### src/rtl/uart_pkg.sv
// Shared UART definitions: receiver/transmitter state encoding and baud divider helper.
package uart_pkg;

  typedef enum logic [2:0] {
    IDLE,
    START,
    DATA,
    PARITY,
    STOP,
    BREAK
  } rx_state_t;

  // Clocks per bit, rounded to nearest.
  function automatic int unsigned div_calc(input int unsigned clk_hz, input int unsigned baud);
    return (clk_hz + baud / 2) / baud;
  endfunction

endpackage

### src/rtl/uart_rx_fifo_if.sv
// Byte stream leaving the receiver FIFO: data/valid/ready handshake plus occupancy.
interface uart_rx_fifo_if #(
  parameter int unsigned DATA_BITS  = 8,
  parameter int unsigned FIFO_DEPTH = 16
);
  localparam int unsigned FW = $clog2(FIFO_DEPTH) + 1;

  logic [DATA_BITS-1:0] out_data;
  logic                 out_valid;
  logic                 out_ready;
  logic [FW-1:0]        fill;

  modport master (output out_data, output out_valid, output fill, input out_ready);
  modport slave  (input out_data, input out_valid, input fill, output out_ready);
endinterface

### src/rtl/sync_fifo.sv
// Single-clock FIFO with push/pop, full/empty and occupancy; shared by the UART RX and TX paths.
module sync_fifo #(
  parameter int unsigned WIDTH = 8,
  parameter int unsigned DEPTH = 16,
  localparam int unsigned AW   = $clog2(DEPTH)
) (
  input  logic             clk,
  input  logic             rst_n,
  input  logic             push,
  input  logic [WIDTH-1:0] din,
  input  logic             pop,
  output logic [WIDTH-1:0] dout,
  output logic             full,
  output logic             empty,
  output logic [AW:0]      fill
);
  localparam logic [AW:0] DEPTH_CNT = (AW + 1)'(DEPTH);

  logic [WIDTH-1:0] mem [DEPTH];
  logic [AW:0]      wptr;
  logic [AW:0]      rptr;
  logic             do_push;
  logic             do_pop;

  assign fill    = wptr - rptr;
  assign full    = (fill == DEPTH_CNT);
  assign empty   = (fill == '0);
  assign do_pop  = pop && !empty;
  // A pop in the same cycle frees the slot, so a push into a full FIFO still lands.
  assign do_push = push && (!full || do_pop);
  assign dout    = mem[rptr[AW-1:0]];

  always_ff @(posedge clk or negedge rst_n) begin
    if (!rst_n) begin
      wptr <= '0;
      rptr <= '0;
      for (int unsigned i = 0; i < DEPTH; i++) mem[i] <= '0;
    end else begin
      if (do_push) begin
        mem[wptr[AW-1:0]] <= din;
        wptr              <= wptr + 1'b1;
      end
      if (do_pop) rptr <= rptr + 1'b1;
    end
  end

endmodule

### src/rtl/uart_rx_fifo.sv
// UART receiver (start + DATA_BITS LSB-first + stop) feeding an output FIFO.
// Define UART_RX_PARITY_EN to add a parity bit between data and stop (PARITY_ODD selects odd).
module uart_rx_fifo
  import uart_pkg::*;
#(
  parameter int unsigned CLK_HZ     = 125000000,
  parameter int unsigned BAUD       = 115200,
  parameter int unsigned DATA_BITS  = 8,
  parameter int unsigned FIFO_DEPTH = 16
`ifdef UART_RX_PARITY_EN
  , parameter bit        PARITY_ODD = 1'b0
`endif
) (
  input  logic            CLK,
  input  logic            RSTN,
  input  logic            rx,
  uart_rx_fifo_if.master  out,
  output logic            frame_err,
  output logic            overrun
);
  localparam int unsigned DIV  = div_calc(CLK_HZ, BAUD);
  localparam int unsigned HALF = DIV / 2;
  localparam int unsigned CW   = $clog2(DIV);
  localparam int unsigned BW   = $clog2(DATA_BITS);
  localparam int unsigned FW   = $clog2(FIFO_DEPTH) + 1;

  rx_state_t            state, state_d;
  logic [CW-1:0]        cnt, cnt_d;
  logic [BW-1:0]        bitcnt, bitcnt_d;
  logic [DATA_BITS-1:0] shift, shift_d;
  logic                 rx_m, rx_s;
  logic                 push;
  logic                 ferr_d, ferr_q;
  logic                 ovr_d, ovr_q;
  logic                 fifo_full, fifo_empty;
  logic [FW-1:0]        fifo_fill;
  logic [DATA_BITS-1:0] fifo_dout;
`ifdef UART_RX_PARITY_EN
  logic                 par_bit, par_d;
  logic                 par_ok;
  assign par_ok = ((^{shift, par_bit}) == PARITY_ODD);
`endif

  always_ff @(posedge CLK or negedge RSTN) begin
    if (!RSTN) begin
      rx_m <= 1'b1;
      rx_s <= 1'b1;
    end else begin
      rx_m <= rx;
      rx_s <= rx_m;
    end
  end

  always_ff @(posedge CLK or negedge RSTN) begin
    if (!RSTN) begin
      state  <= IDLE;
      cnt    <= '0;
      bitcnt <= '0;
      shift  <= '0;
      ferr_q <= 1'b0;
      ovr_q  <= 1'b0;
`ifdef UART_RX_PARITY_EN
      par_bit <= 1'b0;
`endif
    end else begin
      state  <= state_d;
      cnt    <= cnt_d;
      bitcnt <= bitcnt_d;
      shift  <= shift_d;
      ferr_q <= ferr_d;
      ovr_q  <= ovr_d;
`ifdef UART_RX_PARITY_EN
      par_bit <= par_d;
`endif
    end
  end

  always_comb begin
    state_d  = state;
    cnt_d    = cnt + 1'b1;
    bitcnt_d = bitcnt;
    shift_d  = shift;
    push     = 1'b0;
    ferr_d   = 1'b0;
`ifdef UART_RX_PARITY_EN
    par_d    = par_bit;
`endif
    unique case (state)
      IDLE: begin
        cnt_d    = '0;
        bitcnt_d = '0;
        if (!rx_s) state_d = START;
      end
      START: begin
        if (cnt == CW'(HALF - 1)) begin
          cnt_d   = '0;
          state_d = rx_s ? IDLE : DATA;
        end
      end
      DATA: begin
        if (cnt == CW'(DIV - 1)) begin
          cnt_d    = '0;
          shift_d  = {rx_s, shift[DATA_BITS-1:1]};
          bitcnt_d = bitcnt + 1'b1;
          if (bitcnt == BW'(DATA_BITS - 1)) begin
`ifdef UART_RX_PARITY_EN
            state_d = PARITY;
`else
            state_d = STOP;
`endif
          end
        end
      end
      PARITY: begin
`ifdef UART_RX_PARITY_EN
        if (cnt == CW'(DIV - 1)) begin
          cnt_d   = '0;
          par_d   = rx_s;
          state_d = STOP;
        end
`else
        state_d = IDLE;
`endif
      end
      STOP: begin
        if (cnt == CW'(DIV - 1)) begin
          cnt_d = '0;
          if (!rx_s) begin
            ferr_d  = 1'b1;
            state_d = BREAK;
`ifdef UART_RX_PARITY_EN
          end else if (!par_ok) begin
            ferr_d  = 1'b1;
            state_d = IDLE;
`endif
          end else begin
            push    = 1'b1;
            state_d = IDLE;
          end
        end
      end
      BREAK: begin
        cnt_d = '0;
        if (rx_s) state_d = IDLE;
      end
      default: state_d = IDLE;
    endcase
  end

  // Overrun only when the push is blocked: a same-cycle pop lets the FIFO absorb the byte.
  assign ovr_d = push && fifo_full && !(out.out_ready && !fifo_empty);

  sync_fifo #(
    .WIDTH (DATA_BITS),
    .DEPTH (FIFO_DEPTH)
  ) u_fifo (
    .clk   (CLK),
    .rst_n (RSTN),
    .push  (push),
    .din   (shift),
    .pop   (out.out_ready),
    .dout  (fifo_dout),
    .full  (fifo_full),
    .empty (fifo_empty),
    .fill  (fifo_fill)
  );

  assign out.out_data  = fifo_dout;
  assign out.out_valid = !fifo_empty;
  assign out.fill      = fifo_fill;
  assign frame_err     = ferr_q;
  assign overrun       = ovr_q;

endmodule

### src/flat_wrapper.sv
// flat-port wrapper written by rule: the top's interface ports become plain ports
module uart_rx_fifo_flat import uart_pkg::*;
#(
  parameter int unsigned CLK_HZ     = 125000000,
  parameter int unsigned BAUD       = 115200,
  parameter int unsigned DATA_BITS  = 8,
  parameter int unsigned FIFO_DEPTH = 16

)
  (CLK, RSTN, rx, frame_err, overrun, out_out_data, out_out_valid, out_fill, out_out_ready);
  uart_rx_fifo_if #(.DATA_BITS(DATA_BITS), .FIFO_DEPTH(FIFO_DEPTH)) out_i ();
  input  logic CLK;
  input  logic RSTN;
  input  logic rx;
  output logic frame_err;
  output logic overrun;
  output wire logic [$bits(out_i.out_data)-1:0] out_out_data;
  output wire logic [$bits(out_i.out_valid)-1:0] out_out_valid;
  output wire logic [$bits(out_i.fill)-1:0] out_fill;
  input wire logic [$bits(out_i.out_ready)-1:0] out_out_ready;
  assign out_out_data = out_i.out_data;
  assign out_out_valid = out_i.out_valid;
  assign out_fill = out_i.fill;
  assign out_i.out_ready = out_out_ready;
  uart_rx_fifo #(.CLK_HZ(CLK_HZ), .BAUD(BAUD), .DATA_BITS(DATA_BITS), .FIFO_DEPTH(FIFO_DEPTH)) u_core (.CLK(CLK), .RSTN(RSTN), .rx(rx), .out(out_i), .frame_err(frame_err), .overrun(overrun));
endmodule
### config.mk
export PLATFORM = sky130hd
export DESIGN_NAME = uart_rx_fifo_flat
export DESIGN_NICKNAME = d
export VERILOG_FILES = /design/src/rtl/uart_pkg.sv /design/src/rtl/uart_rx_fifo_if.sv /design/src/rtl/sync_fifo.sv /design/src/rtl/uart_rx_fifo.sv /design/src/flat_wrapper.sv
export SDC_FILE = /design/constraint.sdc
export NUM_CORES = 1
export LEC_CHECK = 0
export ABC_AREA = 1
export BUFFER_PORTS_ARGS = -buffer_cell sky130_fd_sc_hd__buf_2
export CELL_PAD_IN_SITES_DETAIL_PLACEMENT = 1
export CELL_PAD_IN_SITES_GLOBAL_PLACEMENT = 1
export CORE_ASPECT_RATIO = 1.4
export CORE_MARGIN = 8
export CORE_UTILIZATION = 29
export DETAILED_ROUTE_END_ITERATION = 12
export GPL_TIMING_DRIVEN = 0
export PLACE_DENSITY_LB_ADDON = 0.1
export SLEW_MARGIN = 20
export SYNTH_ARGS = -nofsm -noshare
export SYNTH_HDL_FRONTEND = slang
export SYNTH_SLANG_ARGS = --single-unit
### constraint.sdc
create_clock -name CLK -period 3 [get_ports CLK]
set_input_delay 0.15 -clock CLK [delete_from_list [all_inputs] [get_ports CLK]]
set_output_delay 0.15 -clock CLK [all_outputs]
set_load 0.02 [all_outputs]
-- Word-level counts from Yosys, hierarchy flattened
Index checks and enable logic that the tools add are counted.
- $add $sub $neg: 5
- multiply operators: 0
- div/mod/pow operators: 0
- order comparisons: 3
- equal/unequal tests: 14
- shifts and indexed selects: 0
- muxes and demuxes: 26
- bitwise gates (word level): 2
- reductions and logical operators: 17
- operator list (cell ; count):
    $bwmux 128 ; 1
    $pmux 11 s3 ; 1
    $bmux 8 s4 ; 1
    $demux 8 s4 ; 1
    $mux 3 ; 8
    $mux 8 ; 3
    $mux 11 ; 2
    $pmux 3 s5 ; 1
    $add 11x1->11 const B ; 1
    $eq 11x10->1 const B ; 1
    $eq 11x11->1 const B ; 1
    $add 5x1->5 const B ; 2
    $ge 5x5->1 const B ; 2
    $ne 2x1->1 const B ; 5
    $not 4->5 ; 2
    $eq 3x3->1 const B ; 3
    $mux 1 ; 6
    $pmux 3 s2 ; 1
    $reduce_and 6->1 ; 1
    $eq 5x5->1 const B ; 1
    $logic_and 1x1->1 ; 5
    $logic_not 5->1 ; 1
    $lt 5x1->1 const B ; 1
    $sub 5x5->5 ; 1
    other kinds (11) ; 15
- flip-flop bits (word level): 167
- bits in latches: 0
- RAM bits: 0
- memory bits (read-only): 0
- bits of input ports: 4
- output and inout port bits: 16
- logic and storage cells: 93
- memories kept: 0

-- Depth between registers and ports, before layout
Gate-level depths: netlist of the first run.
- word-level depth: 6
- depth in mapped cells: 14
- mapped depth without buffers: 12

-- Hierarchy
A second synthesis of the first run with hierarchy kept.
- cells, all modules: 1121
- area total of the unflattened synthesis: 8983.6 µm²
- by module, submodules not included (module ; instances ; cells an instance ; area each (µm²) ; seq. area each (µm²)):
    sync_fifo ; 1 ; 918 ; 7355.8 ; 3453.3
    uart_rx_fifo ; 1 ; 203 ; 1627.8 ; 728.2

-- Worst setup path after synthesis of the first run
No wires, ideal clock.
- kind: reg-to-reg
- from: register u_core.u_fifo.rptr[1]
- to: register u_core.u_fifo.mem[66] (netlist bit)
- setup time: 118 ps
- arrival time: 2273 ps
- data required time: 2882 ps
- slack: 608 ps
- stages on the path, launching flop included: 15
- buffers on the path: 4
- clock period less this slack: 2392 ps
- cells stage by stage: dfrtp_1 > clkbuf_1 > inv_1 > clkbuf_1 > ha_1 > nand3_1 > nand2_1 > nand2_1 > nand2_1 > nor2_1 > nand2_2 > buf_4 > buf_2 > nand4_1 > nand2_1
- word-level cells in the longest chain between the ends: 6
- elaborated cells between the ends (all ways): 8
- those cells by class: 1 x add/sub; 1 x eq/ne; 6 x reduce/logical
- RTL lines (what ; RTL line ; text):
    start: declaration ; sync_fifo.sv:21 ; logic [AW:0] rptr;
    start signal: assignment ; sync_fifo.sv:43 ; if (do_pop) rptr <= rptr + 1'b1;
    $sub 5x5->5 * ; sync_fifo.sv:25 ; assign fill = wptr - rptr;
    net out_fill[3] ; flat_wrapper.sv:19 ; output wire logic [$bits(out_i.fill)-1:0] out_fill;
    $logic_not 5->1 ; sync_fifo.sv:27 ; assign empty = (fill == '0);
    $logic_not 1->1 ; sync_fifo.sv:28 ; assign do_pop = pop && !empty;
    $logic_and 1x1->1 ; sync_fifo.sv:28 ;
    $logic_or 1x1->1 * ; sync_fifo.sv:30 ; assign do_push = push && (!full || do_pop);
    $logic_and 1x1->1 * ; sync_fifo.sv:30 ;
    end signal: indexed assignment ; sync_fifo.sv:40 ; mem[wptr[AW-1:0]] <= din;
    end: declaration ; sync_fifo.sv:19 ; logic [WIDTH-1:0] mem [DEPTH];
The timed path passes the listed nets; every way through them passes the cells marked *.
A chain may end at the register's enable or synchronous reset.

-- Worst setup path after layout of the first run
- from: register u_core.u_fifo.rptr[0]
- to: output out_out_data[2]
- word-level cells in the longest chain between the ends: 4
- RTL lines (what ; RTL line ; text):
    $not 4->5 (not written as such) ; sync_fifo.sv:31 ; assign dout = mem[rptr[AW-1:0]];
    $bmux 8 s4 ; sync_fifo.sv:31 ;
    $mux 8 (not written as such) (2 in series) ; sync_fifo.sv:31 ;
    end: declaration ; flat_wrapper.sv:17 ; output wire logic [$bits(out_i.out_data)-1:0] out_out_data;
Every way passes these cells. The select of a mux whose other input is x is not followed.

==> summary.txt, run 1 <==
Setup path
  • Critical path endpoint: out_out_data[2]
  • Setup crit start kind: flop
  • Crit Path Class: flop to output pin
  • CP Max Fanout: 10
  • Critical Path AT: 2.81 ns
  • RR Startpoint: u_core.u_fifo.rptr[3]
  • R2r setup slk: 0.19 ns
  • CP required: 2.85 ns
  • Crit. Startpoint: u_core.u_fifo.rptr[0]
  • Worst reg2reg path depth: 11
  • Worst reg2reg path endpoint: u_core.u_fifo.mem[35]
  • CP endpoint kind: output pin

CTS
  • Clock buffer depth: 2
  • CTS buffer count: 17
  • Clock sink count: 167
  • H-tree levels: 4
  • CTS tree: done
  • Clock Latency Late Sink: 0.45 ns
  • Reg clk slew, reported paths: 0.07 ns
  • CTS Root Cell: clkbuf_16

Timing
  • Post-route setup slack: 0.0418 ns
  • Final setup fails: 0
  • Final Skew: 0.0121 ns
  • Fin. Hold Viols: 0
  • Tmin final: 2.96 ns
  • Fmax: 338 MHz
  • Final period util: 98.6%
  • Relative slew slack: 36.9%
  • RSZ-0062 raised after global routing: no
  • Final hold slack: 0.155 ns
  • Slew @ Worst Pin: 0.943 ns
  • Max-slew violations: 0

Floorplanning
  • Io pins: 20
  • Core area: 29,900 um^2
  • Die Y: 222 um
  • Initial Util: 29.3%
  • # rows: 75
  • Die W: 163 um
  • Die ar.: 36,200 um^2

Synth
  • Syn_nets: 1,117
  • Cells after Synth: 1,098
  • Syn Area/Cell: 8.00 um^2
  • Largest area contributor in the netlist: dfrtp_1
  • Area contributors post-synth: dfrtp_1, nand2_1, nand4_1
  • Yosys synthesis warning count: 0
  • FF+latch count, synth: 167
  • Count of cell types in the netlist: 33
  • Sequential area share after synthesis: 47.6%
  • Synthesized area: 8780 um^2
  • Yosys top cell area share: 47.0%

Placement
  • HPWL after detailed placement: 24,900 um
  • Pre-CTS setup slack: -0.545 ns
  • Cell Count Post-Placement: 1,504
  • Buffers on Ports: 19
  • GP Congestion: 0.797

Pwr
  • Switching share of power: 22.1%
  • Flop pwr share: 48.8%
  • NetSw: 1.02 mW
  • Leak: 5.10 nW
  • Combinational power share: 1.4%
  • Power Density: 459 nW/um^2
  • Clock Power Share: 49.7%
  • Internal power: 3.59 mW
  • Worst VDD drop: 331 uV

Layout
  • FF+latch area: 4190 um^2
  • Multi-input logic area: 4050 um^2
  • Synth-to-layout area growth: 14.6%
  • Most common cell after layout, fill and taps aside: nand2_1
  • Antenna Cells: 0
  • Most frequent cells in the layout: nand2_1, dfrtp_1, nand4_1, nor2_1, o21ai_0
  • Final #Nets: 1,158
  • Fraction of layout cells with a size suffix above 1: 10.2%
  • Non-filler instance count after layout: 1,537
  • Fillers: 3,617

GRT
  • Vias in the first global route: 8,555
  • Largest net degree at the start of global routing: 80
  • Global route total overflow: 0
  • First-pass GRT wire length: 52,600 um
  • GRT Util Overall: 19.4%
  • Initial antenna violation count: 0

Drt
  • Via Count: 7,860
  • Initial DRC Count: 447
  • DR pass1 iterations: 4
  • Post-route ant nets: 0
  • WL per Instance: 21.9 um
  • Drc violations: 0
  • Number of vias per cell: 5.11
  • WL final: 33,600 um

Run status
  • Status: finished, final reports clean

Job
  • Max Cap Viol: 0

Worst hold path
  • Hold crit path type: input pin to asynchronous set/reset pin
-- logic make-up (layout without fill, tap and decap cells) --
family | after synthesis | after routing | share of synthesized area (%)
AO/OA/AOI/OAI | 123 | 123 | 7.81
flip-flops | 167 | 167 | 47.6
AND/OR/NAND/NOR | 666 | 666 | 35.0
buffers and inverters | 116 | 170 | 6.24
XOR/XNOR | 11 | 11 | 1.10
adder cells (fa/ha/maj) | 15 | 15 | 2.22
-- synthesized netlist by cell type --
cell type / n
a21oi_1: 5
buf_1: 11
buf_2: 15
buf_4: 11
buf_6: 7
clkbuf_1: 28
clkinv_1: 2
dfrtp_1: 165
dfstp_2: 2
fa_1: 1
ha_1: 14
inv_1: 41
inv_2: 1
nand2_1: 356
nand2_2: 1
nand3_1: 40
nand3_2: 4
nand3_4: 10
nand3b_1: 2
nand4_1: 130
nor2_1: 115
nor2_2: 1
nor2_4: 1
nor3_1: 5
nor3_4: 1
o211ai_1: 10
o21a_1: 1
o21ai_0: 84
o21ai_1: 1
o221ai_1: 6
o22ai_1: 16
xnor2_1: 4
xor2_1: 7
-- through the flow --
stage / utilization, % / total power [mW] / instance area, um^2 / setup TNS, ns
after floorplan: - / 2.30 / 8780 / 0
after global placement: 31.3 / 2.35 / 9360 / -265.00
after detailed placement: 31.5 / 2.36 / 9430 / -56.18
after CTS: 33.6 / 4.69 / 10100 / 0
after global routing: 33.6 / 4.77 / 10100 / 0
final: 33.6 / 4.62 / 10100 / 0
-- power by group through the flow --
| stage | sequential, mW | combinational (mW) | clock [mW] |
|---|---|---|---|
| detailed placement | 2.30 | 0.0678 | 0 |
| CTS | 2.25 | 0.0715 | 2.37 |
| floorplan | 2.30 | 0.00233 | 0 |
| global placement | 2.30 | 0.0568 | 0 |
| global route | 2.25 | 0.0778 | 2.44 |
| finish | 2.25 | 0.0664 | 2.30 |
-- layer usage --
metal / up-vias / part of all wire (%) / global-route usage, %
li1: 3801 / - / -
met1: 3913 / 42 / 22.2
met2: 107 / 53 / 35.1
met3: 39 / 2.6 / 2.94
met4: 0 / 3.0 / 7.66
met5: - / 0 / 0
-- cell type report --
cell class	instances	area share (%)
tap	385	4.79
inverter	44	1.64
multi-input combinational	815	40.3
timing repair buffer	24	1.89
buffer	70	3.99
sequential	167	41.6
clock inverter	9	1.27
clock buffer	23	4.55
-- worst min path at each step --
stage          startpoint                    end  slack, ns
2_1_floorplan        RSTN       u_core.bitcnt[0]      -0.15
3_3_place_gp           rx            u_core.rx_m       0.26
3_5_place_dp         RSTN  u_core.u_fifo.mem[34]       0.04
4_1_cts              RSTN  u_core.u_fifo.mem[34]       0.15
5_1_grt              RSTN  u_core.u_fifo.mem[34]       0.17
6_report             RSTN  u_core.u_fifo.mem[34]       0.15
-- what timing repair did --
action,in CTS,in global routing
setup buffers,0,0
pin swaps,1,0
endpoints found under the setup margin,149,139
resized for setup,13,10
endpoints found under the hold margin,93,0
hold buffers,3,0
-- sequential cells by signal (all words and copies together), names as in the netlist --
register and cells:
u_core.u_fifo.rptr 5, u_core.rx_s 1, u_core.bitcnt 3, u_core.cnt 11
u_core.rx_m 1, u_core.frame_err 1, u_core.overrun 1, u_core.state 3
u_core.shift 8, u_core.u_fifo.mem 128, u_core.u_fifo.wptr 5
-- critical path, cell delays in order (launching register included) --
cell,delay (ns)
dfrtp_2,0.47
inv_1,0.08
clkbuf_1,0.28
o21ai_0,0.33
o21ai_0,0.20
o211ai_1,0.60
nand3_1,0.18
buf_2,0.21
No activity file was read; power rests on OpenSTA's default activity.
==> inputs of run 2 (changes only) <==
- CELL_PAD_IN_SITES_DETAIL_PLACEMENT: 1 -> 0
==> summary.txt, run 2 (same netlist as run 1, synthesis figures left out) <==
Floorplanning
  • Die ar.: 36,200 um^2
  • Die W: 163 um
  • Die Y: 222 um
  • # rows: 75
  • Initial Util: 29.3%
  • Io pins: 20
  • Core area: 29,900 um^2

Layout
  • Most common cell after layout, fill and taps aside: nand2_1
  • Max FFs per register: 128
  • Non-filler instance count after layout: 1,535
  • Top reg by flops: u_core.u_fifo.mem
  • Antenna Cells: 0
  • Final #Nets: 1,158
  • Synth-to-layout area growth: 14.6%
  • Cell area after layout: 10,100 um^2
  • Final Util: 33.6%
  • Largest regs: u_core.u_fifo.mem (128), u_core.cnt (11), u_core.shift (8)
  • Most frequent cells in the layout: nand2_1, dfrtp_1, nand4_1, nor2_1, o21ai_0
  • Fraction of layout cells with a size suffix above 1: 10.3%

CTS
  • H-tree levels: 4
  • Clock Latency Late Sink: 0.45 ns
  • Clock sink count: 167
  • CTS tree: done
  • CTS Root Cell: clkbuf_16
  • CTS buffer count: 17
  • Clock buffer depth: 2
  • Reg clk slew, reported paths: 0.06 ns

Setup path
  • CP required: 2.85 ns
  • R2r setup slk: 0.21 ns
  • RR Startpoint: u_core.u_fifo.rptr[1]
  • Worst reg2reg path endpoint: u_core.u_fifo.mem[35]
  • CP endpoint kind: output pin
  • Critical path endpoint: out_out_data[2]
  • Setup crit start kind: flop
  • Crit. Startpoint: u_core.u_fifo.rptr[0]
  • CP Max Fanout: 10
  • Critical Path AT: 2.77 ns
  • Worst reg2reg path depth: 14
  • Crit Path Class: flop to output pin

Timing
  • Slew @ Worst Pin: 0.954 ns
  • Final period util: 97.4%
  • RSZ-0062 raised after global routing: no
  • Tmin final: 2.92 ns
  • Fmax: 342 MHz
  • Final setup fails: 0
  • Fin. Hold Viols: 0
  • Post-route setup slack: 0.0774 ns
  • Max-slew violations: 0
  • Final Skew: 0.00900 ns
  • Relative slew slack: 36.2%

GRT
  • First-pass GRT wire length: 50,300 um
  • GRT Util Overall: 18.6%
  • Initial antenna violation count: 0
  • Global route total overflow: 0
  • Largest net degree at the start of global routing: 80
  • Vias in the first global route: 7,825

Worst hold path
  • Hold crit path type: input pin to asynchronous set/reset pin

Pwr
  • Leak: 5.09 nW
  • Power Density: 455 nW/um^2
  • Switching share of power: 22.0%
  • Clock Power Share: 49.3%
  • NetSw: 1.01 mW
  • Worst VDD drop: 376 uV
  • Internal power: 3.57 mW
  • Flop pwr share: 49.3%
  • Overall power: 4.58 mW
  • Combinational power share: 1.5%

Placement
  • Buffers on Ports: 19
  • Placement Cell Area: 9430 um^2
  • GP Congestion: 0.797
  • HPWL after detailed placement: 24,000 um
  • Cell Count Post-Placement: 1,504
  • Pre-CTS setup slack: -0.523 ns

Drt
  • Post-route ant nets: 0
  • WL final: 32,600 um
  • Via Count: 7,836
  • WL per Instance: 21.3 um
  • Drc violations: 0
  • Initial DRC Count: 518
  • DR pass1 iterations: 7
  • Number of vias per cell: 5.10

Job
  • Max Cap Viol: 0

Run status
  • Status: finished, final reports clean
==> run 2: timing repair <==
action | CTS | global route
gates cloned | 0 | 0
setup buffers | 0 | 0
setup endpoints to repair | 149 | 138
pin swaps | 0 | 1
endpoints found under the hold margin | 91 | 0
gates resized for setup | 13 | 11
hold buffers | 3 | 0
==> run 2: worst min-delay path by stage <==
stage / start / to / slack (ns) / cells past startpoint
floorplan: RSTN / u_core.bitcnt[0] / -0.15 / 0
global placement: rx / u_core.rx_m / 0.26 / 1
detailed placement: RSTN / u_core.u_fifo.mem[34] / 0.04 / 1
CTS: RSTN / u_core.u_fifo.mem[34] / 0.16 / 2
global route: RSTN / u_core.u_fifo.mem[34] / 0.21 / 2
finish: RSTN / u_core.u_fifo.mem[34] / 0.17 / 2
==> run 2: worst max-delay path: stages, from the launching register on <==
cell and delay [ns]:
dfrtp_2 0.47, inv_1 0.08, clkbuf_1 0.29, o21ai_0 0.30
o21ai_0 0.19, o211ai_1 0.60, nand3_1 0.19, buf_2 0.21
==> run 2: through the flow <==
stage,hold WS [ns],TNS (ns)
finish,0.167,0
global route,0.206,0
CTS,0.162,0
detailed placement,0.0428,-54.33
global placement,0.257,-265.00
floorplan,-0.146,0
==> run 2: final cells by class <==
type / instances / area [um^2]
inverter: 44 / 165
fill: 3235 / 19900
buffer: 70 / 404
timing repair buffer: 24 / 190
multi-input combinational: 815 / 4050
clock inverter: 7 / 95.1
tap: 385 / 482
clock buffer: 23 / 488
sequential: 167 / 4190
==> run 2: metal layers <==
layer / vias up / track usage, % / wire (um)
met1: 3819 / 21.9 / 13400
met5: - / 0 / 0
met4: 0 / 7.69 / 958
met2: 166 / 33.3 / 17300
met3: 45 / 2.10 / 919
li1: 3806 / - / -
==> run 2: power groups by stage <==
stage	logic, mW	registers, mW	clock network [mW]
6_report	0.0666	2.25	2.25
5_1_grt	0.0767	2.25	2.39
4_1_cts	0.0711	2.25	2.33
3_5_place_dp	0.0678	2.30	0
3_3_place_gp	0.0568	2.30	0
2_1_floorplan	0.00233	2.30	0
